<file path="src/rtl/frame_capture_ctrl.sv">
// Single-frame capture sequencer: arms on request, waits for frame start, then
// writes one H_ACTIVE x V_ACTIVE luminance frame to linear frame-buffer addresses.
module frame_capture_ctrl #(
  parameter int HCOUNT_WIDTH = 11,
  parameter int VCOUNT_WIDTH = 10,
  parameter int H_ACTIVE     = 640,
  parameter int V_ACTIVE     = 360,
  parameter int ADDR_WIDTH   = 18
) (
  input  logic                    clk_in,
  input  logic                    rst_in,
  input  logic                    capture_req_in,
  input  logic                    abort_in,
  input  logic                    pixel_valid_in,
  input  logic [HCOUNT_WIDTH-1:0] pixel_hcount_in,
  input  logic [VCOUNT_WIDTH-1:0] pixel_vcount_in,
  input  logic [7:0]              pixel_data_in,
  output logic                    bram_we_out,
  output logic [ADDR_WIDTH-1:0]   bram_addr_out,
  output logic [7:0]              bram_data_out,
  output logic                    busy_out,
  output logic                    frame_done_out,
  output logic                    frame_error_out,
  output logic [7:0]              frame_count_out
);

  typedef enum logic [1:0] {
    IDLE,
    ARMED,
    CAPTURE
  } state_t;

  localparam logic [HCOUNT_WIDTH-1:0] H_LAST = HCOUNT_WIDTH'(H_ACTIVE - 1);
  localparam logic [VCOUNT_WIDTH-1:0] V_LAST = VCOUNT_WIDTH'(V_ACTIVE - 1);

  state_t                  state_q, state_d;
  logic [HCOUNT_WIDTH-1:0] exp_h_q, exp_h_d;
  logic [VCOUNT_WIDTH-1:0] exp_v_q, exp_v_d;
  logic [ADDR_WIDTH-1:0]   addr_q, addr_d;

  logic in_window;
  logic pos_match;
  logic last_pos;
  logic write_en;
  logic done_evt;
  logic err_evt;

  assign in_window = (pixel_hcount_in <= H_LAST) && (pixel_vcount_in <= V_LAST);
  assign pos_match = (pixel_hcount_in == exp_h_q) && (pixel_vcount_in == exp_v_q);
  assign last_pos  = (exp_h_q == H_LAST) && (exp_v_q == V_LAST);

  // State, raster tracking and registered outputs.
  // NOTE: every sequential assignment uses <= so all flops update from pre-edge values.
  always_ff @(posedge clk_in) begin
    if (rst_in) begin
      state_q         <= IDLE;
      exp_h_q         <= '0;
      exp_v_q         <= '0;
      addr_q          <= '0;
      bram_we_out     <= 1'b0;
      bram_addr_out   <= '0;
      bram_data_out   <= '0;
      busy_out        <= 1'b0;
      frame_done_out  <= 1'b0;
      frame_error_out <= 1'b0;
      frame_count_out <= '0;
    end else begin
      state_q         <= state_d;
      exp_h_q         <= exp_h_d;
      exp_v_q         <= exp_v_d;
      addr_q          <= addr_d;
      bram_we_out     <= write_en;
      busy_out        <= (state_d != IDLE);
      frame_done_out  <= done_evt;
      frame_error_out <= err_evt;
      if (write_en) begin
        bram_addr_out <= addr_q;
        bram_data_out <= pixel_data_in;
      end
      if (done_evt) frame_count_out <= frame_count_out + 8'd1;
    end
  end

  // Next state; the raster trackers sit at (0,0)/addr 0 whenever idle, which makes
  // ARMED's frame-start detection the same position match used during CAPTURE.
  always_comb begin
    // NOTE: defaults first so no path through this block can infer a latch.
    state_d = state_q;
    exp_h_d = exp_h_q;
    exp_v_d = exp_v_q;
    addr_d  = addr_q;

    unique case (state_q)
      IDLE:    if (capture_req_in) state_d = ARMED;
      ARMED,
      CAPTURE: begin
        if (err_evt || done_evt) state_d = IDLE;
        else if (write_en)       state_d = CAPTURE;
      end
      default: state_d = IDLE;
    endcase

    if (write_en) begin
      addr_d = addr_q + 1'b1;
      if (exp_h_q == H_LAST) begin
        exp_h_d = '0;
        exp_v_d = exp_v_q + 1'b1;
      end else begin
        exp_h_d = exp_h_q + 1'b1;
      end
    end

    if (state_d == IDLE) begin
      exp_h_d = '0;
      exp_v_d = '0;
      addr_d  = '0;
    end
  end

  // Per-cycle events; abort outranks pixel handling.
  always_comb begin
    write_en = 1'b0;
    done_evt = 1'b0;
    err_evt  = 1'b0;
    unique case (state_q)
      ARMED: begin
        if (abort_in) begin
          err_evt = 1'b1;
        end else if (pixel_valid_in && pos_match) begin
          write_en = 1'b1;
          done_evt = last_pos;
        end
      end
      CAPTURE: begin
        if (abort_in) begin
          err_evt = 1'b1;
        end else if (pixel_valid_in && in_window) begin
          if (pos_match) begin
            write_en = 1'b1;
            done_evt = last_pos;
          end else begin
            err_evt = 1'b1;
          end
        end
      end
      default: ;
    endcase
  end

endmodule

</file>
<file path="config.mk">
export PLATFORM = sky130hd
export DESIGN_NAME = frame_capture_ctrl
export DESIGN_NICKNAME = d
export VERILOG_FILES = /design/src/rtl/frame_capture_ctrl.sv
export SDC_FILE = /design/constraint.sdc
export NUM_CORES = 1
export LEC_CHECK = 0
export BUFFER_PORTS_ARGS = -buffer_cell sky130_fd_sc_hd__buf_2
export CORE_MARGIN = 4
export CORE_UTILIZATION = 50
export DETAILED_ROUTE_END_ITERATION = 10
export PLACE_DENSITY = 0.76
export SETUP_SLACK_MARGIN = 0.02
export SYNTH_ARGS = -nofsm -noshare
export SYNTH_HDL_FRONTEND = slang
export SYNTH_SLANG_ARGS = --single-unit
</file>
<file path="constraint.sdc">
create_clock -name clk_in -period 2.31 [get_ports clk_in]
set_input_delay 0.3465 -clock clk_in [delete_from_list [all_inputs] [get_ports clk_in]]
set_output_delay 0.3465 -clock clk_in [all_outputs]
set_load 0.1 [all_outputs]
</file>
==> metrics <==
outcome=finished with violations; failing checks=negative setup slack; Hold WC Path Type=input port to flip-flop; Final Hold Vio Count=0; Synth Register Bits=79; Seq/Total Area, Yosys=41.4%; Yosys warning total=0; relative slew slack=between 30% and 40%; crit start category=flip-flop; Initial Utilization=52.1%; Setup crit end kind=flip-flop; Slew @ Worst Pin=975 ps; area of the multi-input gates=2260 um2; arrival time worst endpoint=2740 ps; Setup violations, final=44; worst hold margin=217 ps; GRT overflow=0; largest family of logic cells by synthesized area=simple AND/OR/NAND/NOR gates; number of buffers created by CTS=9; final instance area=5210 um2; critical path class=flip-flop to flip-flop; library cells used by synthesis=45; drt via density=5.73; Worst Skew=~8.3 ps; P&R area growth vs syn=36.5%; Max Cap Viol=0; Mapped Area=between 3000 and 4000 um2; DRC viols=0; multiplexer share of the synthesized area=less than 1%; HPWL Detailed=7510 um; RSZ-0062 raised after global routing=yes; adder-cell area share of the yosys netlist=2.62%; vias in the first global route=3,760; Lkg Pwr=~2 nW; peak supply drop=0.266 mV; Pwr Total=between 0.002 and 0.003 W; TritonRoute pass-1 iters=5; Post-Synth XOR/XNOR Area=12.4%; vias=3,954; Routability Congestion=between 0.8 and 0.9; Synth async-reset ratio=0%; Reg area=between 1500 and 2000 um2; Die Y=95.4 um; Routed met1 length=around 4700 um; die area=roughly 9100 um2; # rows=31; first-pass GRT wire length=17,200 um; Pwr per Cell Area=just under 500 nW/um2; Max Used Layer=met4; final worst-path setup slack=-144 ps; DP Area=between 4000 and 5000 um2; max-slew violation count=0; Net Count, Synth=503; clock tree buffer depth=2; I/O Pins=72; number of diodes=0; antenna-violating nets left=0; CTS root buf=clkbuf_8; Synth Area in Simple Gates=29.0%; Die X=about 95 um; DR WL/cell=15.9 um; Core Box Area=7330 um2; Tot GR Track Use=23.6%; Post-synth EDFFs=0; Skew-Pair Late Insertion Delay=350 ps; CP Data Required Time=roughly 2600 ps; initial antenna violation count=0; filler cell count=544; number of H-tree levels=3; leading cell types in the layout, fill and taps excluded=buf_2, nand2_1, dfxtp_1; Sink Count=79; CTS tree=yes; fin crit period=2450 ps; crit share post-route=106%; largest fanout on the critical path=9; Clock transition at path regs=~90 ps; total wire length=11,000 um; Total Neg Setup Slack=-4210 ps; Util after Layout=71.1%; Avg Cell Area, Syn=8.28 um2; post-synthesis compound-gate area fraction=9.86%; synthesized netlist cell count=461; largest net degree at the start of global routing=43; most common cell after layout, fill and taps aside=buf_2; share of cells above drive strength 1=34.7%; met3 WL=~600 um; met2 routed WL=5450 um; Post-synth top flop=dfxtp_1; initial DRC count=approximately 320; number of port buffers=between 70 and 80; Final nets=628; max frequency=408 MHz
stage by stage:
step | setup slack (ps) | std cells
CTS | -96.3 | 685
global placement | -225 | 666
floorplan | 4.51 | 461
detailed placement | -335 | 666
global route | -256 | 690
finish | -144 | 690
kinds of logic after synthesis:
logic type                 count (synthesis)
buffers and inverters                     40
adders and majority gates                  8
xor gates and xnor gates                  54
AOI/OAI and AO/OA                         63
muxes                                      2
and+or+nand+nor                          215
DFF                                       79
per-layer routing:
metal / global-route usage, % / up-vias
met5: 0 / -
met4: 7.35 / 0
met3: 4.10 / 28
met2: 40.8 / 141
met1: 29.8 / 1893
li1: - / 1892
final timing paths:
kind                                  startpoint                  to  slack, ps  cells after the start
worst min register to register  bram_addr_out[4]    bram_addr_out[4]        450                      2
worst max-delay path                  exp_v_q[4]  frame_count_out[7]       -140                      6
worst min-delay path            pixel_data_in[0]    bram_data_out[0]        220                      3
worst max register to register        exp_v_q[4]  frame_count_out[7]       -140                      6
critical path, stage by stage (launching register included):
cell and delay [ps]:
dfxtp_2 350, or3_1 380, or4_4 550, or3_4 380, buf_4 170, or4_1 430
a21oi_2 130
cell usage after synthesis, drive strengths merged (2+ instances only):
cell type   n  area, um2
o31ai       5       37.5
nand3      13       65.1
xnor2      31        272
buf         7       36.3
dfxtp      79       1580
or3        10       67.6
a211oi      7       52.6
ha          8        100
nand2      73        274
a21oi      32        160
nand4      10       62.6
and3       10       62.6
and4        2       17.5
nor4       35        219
or4         5       41.3
nor4b       2       23.8
xor2       23        201
mux2i       2       20.0
clkbuf     22       82.6
nor3       35        175
or2         2       12.5
nor2       12       45.0
o21ai      10       50.0
inv        11       41.3
and2        2       12.5
repair_timing:
action,4_1_cts,5_1_grt
endpoints found under the setup margin,69,69
setup buffers,3,3
pin swaps,11,6
gates cloned,0,2
gates resized for setup,36,21
hold buffers,0,0
layout make-up:
type	count	share of cell area, %
clock buffer	10	2.64
multi-input combinational	342	43.3
timing repair buffer	143	19.3
inverter	11	0.792
clock inverter	6	1.03
sequential	79	30.5
tap	99	2.38
power by group:
part	switching, W	internal, W
clock network	0.000548	0.000436
logic	0.000132	0.0000772
registers	0.00000188	0.00136
total	0.000681	0.00188
state kept, by name, indices dropped and copies added, names as in the netlist:
name / count
addr_q: 18
bram_addr_out: 18
exp_h_q: 11
exp_v_q: 10
bram_data_out: 8
frame_count_out: 8
state_q: 2
bram_we_out: 1
busy_out: 1
frame_done_out: 1
frame_error_out: 1
(Power assumes the default switching activity.)
